===== src/rtl/spi_ctrl.sv =====
`default_nettype none
// +----------------------------------------------------------------------------+
// | spi_ctrl : register-mapped SPI mode-0 master (8-bit, MSB first)            |
// | Revision : 1.0                                                              |
// +----------------------------------------------------------------------------+
module spi_ctrl #(
  parameter int DIV_W = 8
) (
  input  logic        clk,
  input  logic        resetn,
  input  logic        sel,
  input  logic        we,
  input  logic [1:0]  addr,
  input  logic [31:0] wdata,
  output logic [31:0] rdata,
  output logic        ready,
  output logic        spi_clk,
  output logic        spi_mosi,
  input  logic        spi_miso,
  output logic        spi_cs,
  output logic        irq
);

  localparam logic [1:0]       ADDR_CTRL   = 2'd0;
  localparam logic [1:0]       ADDR_DATA   = 2'd1;
  localparam logic [1:0]       ADDR_STATUS = 2'd2;
  localparam logic [DIV_W-1:0] DIV_RST     = DIV_W'(3);

  typedef enum logic [1:0] {
    IDLE = 2'd0,
    LOW  = 2'd1,
    HIGH = 2'd2,
    TAIL = 2'd3
  } state_t;

  state_t           state_q, state_d;
  logic [DIV_W-1:0] cnt_q, cnt_d;
  logic [DIV_W-1:0] div_q, div_d;
  logic [2:0]       bit_q, bit_d;
  logic [7:0]       shift_q, shift_d;
  logic [7:0]       rx_q, rx_d;
  logic             miso_q, miso_d;
  logic             busy_q, busy_d;
  logic             done_q, done_d;
  logic             ovr_q, ovr_d;
  logic             cs_force_q, cs_force_d;
  logic             irq_en_q, irq_en_d;
  logic             ready_q, ready_d;
  logic             acked_q, acked_d;
  logic [31:0]      rdata_q, rdata_d;
  logic             spi_clk_q, spi_clk_d;
  logic             spi_mosi_q, spi_mosi_d;
  logic             spi_cs_q, spi_cs_d;

  logic        acc, wr, rd, expire, tail_done;
  logic [31:0] ctrl_rd;
  logic        unused_wdata;

  assign unused_wdata = ^wdata;

  always_comb begin
    acc       = sel && !ready_q && !acked_q;
    wr        = acc && we;
    rd        = acc && !we;
    expire    = (state_q != IDLE) && (cnt_q == '0);
    tail_done = expire && (state_q == TAIL);

    state_d    = state_q;
    cnt_d      = (state_q != IDLE) ? cnt_q - DIV_W'(1) : cnt_q;
    div_d      = div_q;
    bit_d      = bit_q;
    shift_d    = shift_q;
    rx_d       = rx_q;
    miso_d     = miso_q;
    busy_d     = busy_q;
    done_d     = done_q;
    ovr_d      = ovr_q;
    cs_force_d = cs_force_q;
    irq_en_d   = irq_en_q;
    ready_d    = acc;
    // A new access is only accepted once sel has been sampled low after ready.
    acked_d    = (ready_q || acked_q) && sel;

    ctrl_rd            = '0;
    ctrl_rd[DIV_W-1:0] = div_q;
    ctrl_rd[8]         = cs_force_q;
    ctrl_rd[9]         = irq_en_q;

    rdata_d = '0;
    if (rd) begin
      case (addr)
        ADDR_CTRL:   rdata_d = ctrl_rd;
        ADDR_DATA:   rdata_d = {24'd0, tail_done ? shift_q : rx_q};
        ADDR_STATUS: rdata_d = {29'd0, ovr_q, done_q, busy_q};
        default:     rdata_d = '0;
      endcase
    end

    if (wr && addr == ADDR_CTRL) begin
      div_d      = wdata[DIV_W-1:0];
      cs_force_d = wdata[8];
      irq_en_d   = wdata[9];
    end
    if (wr && addr == ADDR_STATUS) begin
      if (wdata[1]) done_d = 1'b0;
      if (wdata[2]) ovr_d  = 1'b0;
    end
    if (rd && addr == ADDR_DATA) done_d = 1'b0;
    if (wr && addr == ADDR_DATA && busy_q) ovr_d = 1'b1;

    // Sequencer runs after the register clears so a same-cycle done set wins.
    case (state_q)
      IDLE: begin
        if (wr && addr == ADDR_DATA && !busy_q) begin
          state_d = LOW;
          cnt_d   = div_q;
          shift_d = wdata[7:0];
          bit_d   = 3'd0;
          busy_d  = 1'b1;
        end
      end
      LOW: begin
        if (expire) begin
          state_d = HIGH;
          cnt_d   = div_q;
          miso_d  = spi_miso;
        end
      end
      HIGH: begin
        if (expire) begin
          shift_d = {shift_q[6:0], miso_q};
          cnt_d   = div_q;
          if (bit_q == 3'd7) begin
            state_d = TAIL;
          end else begin
            bit_d   = bit_q + 3'd1;
            state_d = LOW;
          end
        end
      end
      TAIL: begin
        if (expire) begin
          rx_d    = shift_q;
          done_d  = 1'b1;
          busy_d  = 1'b0;
          state_d = IDLE;
        end
      end
      default: state_d = IDLE;
    endcase

    spi_clk_d  = (state_d == HIGH);
    spi_mosi_d = (state_d == LOW || state_d == HIGH) ? shift_d[7] : 1'b0;
    spi_cs_d   = !(cs_force_d || busy_d);
  end

  always_ff @(posedge clk) begin
    if (!resetn) begin
      state_q    <= IDLE;
      cnt_q      <= '0;
      div_q      <= DIV_RST;
      bit_q      <= 3'd0;
      shift_q    <= 8'd0;
      rx_q       <= 8'd0;
      miso_q     <= 1'b0;
      busy_q     <= 1'b0;
      done_q     <= 1'b0;
      ovr_q      <= 1'b0;
      cs_force_q <= 1'b0;
      irq_en_q   <= 1'b0;
      ready_q    <= 1'b0;
      acked_q    <= 1'b0;
      rdata_q    <= '0;
      spi_clk_q  <= 1'b0;
      spi_mosi_q <= 1'b0;
      spi_cs_q   <= 1'b1;
    end else begin
      state_q    <= state_d;
      cnt_q      <= cnt_d;
      div_q      <= div_d;
      bit_q      <= bit_d;
      shift_q    <= shift_d;
      rx_q       <= rx_d;
      miso_q     <= miso_d;
      busy_q     <= busy_d;
      done_q     <= done_d;
      ovr_q      <= ovr_d;
      cs_force_q <= cs_force_d;
      irq_en_q   <= irq_en_d;
      ready_q    <= ready_d;
      acked_q    <= acked_d;
      rdata_q    <= rdata_d;
      spi_clk_q  <= spi_clk_d;
      spi_mosi_q <= spi_mosi_d;
      spi_cs_q   <= spi_cs_d;
    end
  end

  assign rdata    = rdata_q;
  assign ready    = ready_q;
  assign spi_clk  = spi_clk_q;
  assign spi_mosi = spi_mosi_q;
  assign spi_cs   = spi_cs_q;
  assign irq      = done_q && irq_en_q;

endmodule
`default_nettype wire


===== config.mk =====
export PLATFORM = sky130hd
export DESIGN_NAME = spi_ctrl
export DESIGN_NICKNAME = d
export VERILOG_FILES = /design/src/rtl/spi_ctrl.sv
export SDC_FILE = /design/constraint.sdc
export NUM_CORES = 1
export LEC_CHECK = 0
export ABC_AREA = 1
export CORE_MARGIN = 10
export CORE_UTILIZATION = 42
export CTS_CLUSTER_DIAMETER = 50
export DETAILED_ROUTE_END_ITERATION = 10
export HOLD_SLACK_MARGIN = 0.1
export PLACE_DENSITY = 0.73
export SYNTH_ARGS = -nofsm -noshare
export SYNTH_HDL_FRONTEND = slang
export SYNTH_SLANG_ARGS = --single-unit
export TNS_END_PERCENT = 5

===== constraint.sdc =====
create_clock -name clk -period 2.05 [get_ports clk]
set_input_delay 0.41 -clock clk [delete_from_list [all_inputs] [get_ports clk]]
set_output_delay 0.41 -clock clk [all_outputs]
set_load 0.01 [all_outputs]

==> results of run 1 <==
cell families after synthesis:
group                    after synthesis  synth area share [%]
other                                  1                 0.125
XOR/XNOR                               5                  1.46
adder cells (fa/ha/maj)                8                  3.33
flip-flops                            58                  38.7
AO/OA/AOI/OAI                         53                  8.96
AND/OR/NAND/NOR                      213                  31.4
buffers and inverters                100                  16.0
registers in the layout, summed over array words and instances (netlist names), 2 cells and up:
register and cells:
bit_q 3, cnt_q 8, div_q 8, rdata 10, rx_q 8, shift_q 8
state_q 2
final timing paths:
check                                           end             startpoint
worst min-delay path             ovr_q$_SDFFE_PN0P_     ovr_q$_SDFFE_PN0P_
worst max-delay path            spi_mosi$_SDFF_PN0_                addr[0]
worst min register to register   ovr_q$_SDFFE_PN0P_     ovr_q$_SDFFE_PN0P_
worst max register to register  spi_mosi$_SDFF_PN0_  state_q[1]$_SDFF_PN0_
stage by stage:
| stage | util (%) | worst slack, ns |
|---|---|---|
| 6_report | 54.7 | 0.0499 |
| 5_1_grt | 54.7 | -0.0600 |
| 4_1_cts | 54.5 | 0.00768 |
| 3_5_place_dp | 50.8 | -0.319 |
| 3_3_place_gp | 50.8 | -0.283 |
| 2_1_floorplan | - | 0.000386 |
worst reg2reg max path: stages (launching register included):
cell and delay, ns:
dfxtp_1 0.33, inv_1 0.07, ha_2 0.21, nor2_8 0.13, nand4_4 0.16, nand2_2 0.13, nand3_1 0.08, nand2_1 0.08
nand2_1 0.06, ha_1 0.25, or2_2 0.29, a21oi_1 0.10
layer usage:
| metal | up-vias | share of wire (%) |
|---|---|---|
| met2 | 81 | 46 |
| met1 | 1280 | 46 |
| met5 | - | 0 |
| met4 | 0 | 1.0 |
| met3 | 8 | 7.0 |
| li1 | 1436 | - |
cell usage after synthesis (4+ instances only):
cell	n	area [um^2]
nand3_1	26	130
xor2_1	4	35.0
dfxtp_1	58	1160
a21oi_1	34	170
nor2_2	5	31.3
ha_1	8	100
clkbuf_1	6	22.5
nor2_1	49	184
inv_1	65	244
nand2_1	111	417
o21ai_0	17	85.1
nand4_1	13	81.3
buf_4	24	180
report_power, final:
part	leakage, uW	switching, uW	internal [uW]
registers	0.000470	68.2	1240
clock network	0.000124	500	817
logic	0.00109	546	361
cell type report:
cell class / instances / area share, %
clock buffers: 9 / 3.30
inverters: 66 / 6.60
repair buffers: 59 / 13.9
well taps: 96 / 3.20
clock inverters: 7 / 3.33
multi-input cells: 301 / 38.8
flip-flops and latches: 58 / 30.9
repair_timing:
action	CTS	global route
endpoints found under the setup margin	0	6
resized for setup	0	5
hold buffers	0	0
==> flow_metrics.tcl, run 1 <==
set metrics [dict create \
    holdWs_ns 0.461 \
    antenna_found_initial 0 \
    dr.pass1.iters 4 \
    clockBufferDepth 2 \
    finalCritPeriodShare_pct 97.6 \
    ys_ff_latch 58 \
    startpoint_type "input port" \
    syn-instance-count 438 \
    numCtsBuffers 9 \
    pin_count 76 \
    grt.busiest_layer "met2" \
    drc 0 \
    core_um2 6870 \
    max_stage_delay_ns 0.48 \
    dp_cells 580 \
    required_ns 2.32 \
    maxSlewViolCount 0 \
    cts-root-buf "clkbuf_8" \
    crit_buf_inv 3 \
    grt_pass1_vias 2763 \
    netlist_area_um2 3000 \
    vias 2805 \
    end_kind "flop" \
    final_common_cell "nand2_1" \
    grt_pass1_wl_um 12900 \
    port_buffers 31 \
    cp_cell_sequence "clkdlybuf4s50_1 -> inv_1 -> nor2_2 -> buf_4 -> nand4_1 -> nand3_2 -> nand2_1 -> ha_1 -> or2_2 -> a21oi_1" \
    cpLargestDelayFamily "simple AND/OR/NAND/NOR gates" \
    path_class "in2reg" \
    syn_to_final_growth_pct 25.1 \
    wl_per_cell_um 12.7 \
    most-common-layout-cells "nand2_1, inv_1, dfxtp_1" \
    cp_slowest_cell "clkdlybuf4s50_1" \
    hp-class "reg2reg" \
    leakage_uw 0.00169 \
    dieArea_um2 10900 \
    period_needed_ns 2.00 \
    ant_nets 0 \
    seqCellArea_um2 1160 \
    rows 30 \
    met2_usage_pct 23.0 \
    routed_wl_um 7590 \
    htreeDepth 3 \
    start_util_pct 43.7 \
    seq_area_frac_synth_pct 38.7 \
    met3_usage_pct 5.04 \
    status "finished, final reports clean" \
    grt_use_met1_pct 17.1 \
    final_layout_size_suffix_gt1_share_pct 12.0 \
    cts_setup_buffers 0 \
    cts.sinks 58 \
    first_iter_violations 136 \
    synthArstFlopShare_pct 0 \
    die_y_um 105 \
    hold_violations 0 \
    antenna_cells 0 \
    max-cap-violations 0 \
    setup-tns-final_ns 0 \
    worstRegToRegCells 11 \
    grt_overflow 0 \
    num-nets-final 542 \
    arrival_ns 2.27 \
    grt_max_degree 21 \
    worst-path-stages 10 \
    power_uw 3530 \
    setup_viol 0 \
    cp_max_fo 10 \
    die_w_um 105 \
    reg2reg_slack_ns 0.09 \
    rsz0062_at_grt "true" \
    synth_edf_count 0 \
    fillers 654 \
    syn_avg_cell_area_um2 6.85 \
    instances_no_fill 596 \
    fmax_mhz 500 \
    routed_via_density 4.71 \
    hold_depth 2 \
    clk-insertion-delay-late_ns 0.34 \
    ir_drop_v 0.000591 \
    ys_types 28 \
    cts_tree "built" \
    dp_hpwl_um 5710 \
    place_congestion 0.839 \
    synthFlopType "dfxtp_1" \
    final_cell_area_um2 3760 \
    cellPowerDensity_nw_per_um2 940 \
    dpl_cell_area_um2 3490 \
    ys_warn_count 0 \
    clk_pin_slew_ns 0.07 \
    track_usage_pct 14.2 \
    fin_skew_ns 0.00929 \
    multi_input_area_um2 1460 \
]
No activity file was read; power rests on OpenSTA's default activity.
==> run 2: changes to the inputs <==
CTS_BUF_LIST = sky130_fd_sc_hd__clkbuf_8   (was default)
==> results of run 2 <==
The final DEF is identical to that of run 1; final timing and power are the same.
==> run 3: changes to the inputs <==
CORE_ASPECT_RATIO = 1.75   (was default)
TNS_END_PERCENT = 30   (was 5)
clock period = 1.6 ns   (was 2.05 ns; I/O delays follow)
==> flow_metrics.tcl, run 3 (synthesis results as in run 1) <==
set metrics [dict create \
    ir_drop_v 0.000517 \
    maxSlewViolCount 0 \
    arrival_ns 2.12 \
    core_um2 6910 \
    grt_pass1_wl_um 13500 \
    die_y_um 132 \
    max-cap-violations 0 \
    cts-root-buf "clkbuf_8" \
    hp-class "reg2reg" \
    p_sw_share_pct 32.4 \
    antenna_found_initial 0 \
    ant_nets 0 \
    wl_per_cell_um 13.6 \
    routed_via_density 4.86 \
    startpoint_type "flop" \
    clockBufferDepth 2 \
    power_frac_clock_pct 32.7 \
    port_buffers 31 \
    hold_violations 0 \
    start_util_pct 43.5 \
    status "finished, violations left" \
    dr.pass1.iters 4 \
    instances_no_fill 611 \
    rsz0062_at_grt "true" \
    grt_overflow 0 \
    max_stage_delay_ns 0.35 \
    failed_checks "setup timing" \
    cp_max_fo 7 \
    cellPowerDensity_nw_per_um2 1140 \
    fin_skew_ns 0.00860 \
    vias 2969 \
    numCtsBuffers 9 \
    fmax_mhz 546 \
    antenna_cells 0 \
    setup_viol 34 \
    finish.utilization_pct 58.7 \
    routed_wl_um 8340 \
    cp_slowest_cell "dfxtp_2" \
    most-common-layout-cells "nand2_1, inv_1, dfxtp_1" \
    clk_pin_slew_ns 0.07 \
    required_ns 1.89 \
    rows 40 \
    path_class "reg2reg" \
    dieArea_um2 11100 \
    setup_ws_ns -0.232 \
    finalCritPeriodShare_pct 114 \
    clk-insertion-delay-late_ns 0.35 \
    largest_reg_flops 10 \
    p_switching_uw 1500 \
    final_layout_size_suffix_gt1_share_pct 21.6 \
    grt_pass1_vias 3038 \
    die_w_um 83.9 \
    first_iter_violations 111 \
    pin_count 76 \
    num-nets-final 569 \
    grt_max_degree 19 \
    final_common_cell "nand2_1" \
    fillers 638 \
    p_comb_share_pct 30.9 \
    ctsHoldBuffers 0 \
    cts.sinks 58 \
    leakage_uw 0.00188 \
    track_usage_pct 15.0 \
    htreeDepth 3 \
    dp_hpwl_um 6280 \
    dp_cells 589 \
    reg2reg_slack_ns -0.23 \
    place_congestion 0.834 \
    cp_cell_sequence "inv_2 -> ha_4 -> nor2_8 -> nand4_4 -> buf_4 -> nand3_1 -> o21ai_2 -> ha_2 -> or2_4 -> a21oi_2" \
    end_kind "flop" \
    period_needed_ns 1.83 \
    cts_tree "built" \
    p_int_uw 3130 \
    drc 0 \
    p_seq_share_pct 36.4 \
    syn_to_final_growth_pct 35.1 \
    power_uw 4620 \
]
==> run 3: cell types whose count changed in the layout (fill, tap and decap cells not counted), sizes merged <==
cell,delta
buf,+27
bufinv,-1
clkbuf,+1
clkdlybuf4s50,-3
clkinv,-1
clkinvlp,+1
dlygate4sd2,+3
==> run 3: area by class of cell <==
type	count	area [um^2]	share of cell area, %
clock buffer	10	138	3.39
timing repair buffer	86	751	18.5
tap	84	105	2.59
clock inverter	6	81.3	2.00
inverter	66	253	6.23
sequential	58	1170	28.7
multi-input combinational	301	1560	38.5
==> run 3: per-layer routing <==
metal | vias up | part of all wire [%] | GRT usage (%)
li1 | 1492 | - | -
met1 | 1372 | 37 | 13.8
met3 | 27 | 4.8 | 4.83
met5 | - | 0 | 0
met4 | 0 | 5.6 | 10.6
met2 | 78 | 52 | 26.9
==> run 3: path summary, 6_finish.rpt <==
kind / cells after the start / startpoint / to
max reg2reg: 10 / state_q[0]$_SDFF_PN0_ / spi_mosi$_SDFF_PN0_
min reg2reg: 2 / ovr_q$_SDFFE_PN0P_ / ovr_q$_SDFFE_PN0P_
max: 10 / state_q[0]$_SDFF_PN0_ / spi_mosi$_SDFF_PN0_
min: 2 / ovr_q$_SDFFE_PN0P_ / ovr_q$_SDFFE_PN0P_
==> run 3: worst max-delay path: cells and delay by family (launching register included) <==
kind                     cells  cell delay, ns
AO/OA/AOI/OAI                2            0.17
adder cells (fa/ha/maj)      2            0.44
buffers and inverters        2            0.24
flip-flops                   1            0.35
AND/OR/NAND/NOR              4            0.57
==> run 3: timing repair <==
item / 4_1_cts / 5_1_grt
setup endpoints to repair: 40 / 41
buffers inserted: 3 / 4
gates resized for setup: 20 / 22
pin swaps: 5 / 12
==> run 3: power groups by stage <==
stage	Combinational, uW	Clock [uW]	Sequential [uW]
final	1430	1510	1680
after global routing	1610	1600	1700
after detailed placement	1260	0	1700
after global placement	1220	0	1690
after floorplan	868	0	1690
after CTS	1310	1530	1670
==> run 3: per-stage QoR <==
stage          cell area [um^2]  hold WS [ns]  setup WS, ns  setup TNS (ns)
2_1_floorplan              3110         0.422        -0.301          -0.326
3_3_place_gp               3670         0.451        -0.456           -9.75
3_5_place_dp               3670         0.456        -0.521          -10.81
4_1_cts                    3960         0.467        -0.266           -1.80
5_1_grt                    4060         0.499        -0.292           -6.54
6_report                   4060         0.468        -0.232           -3.46
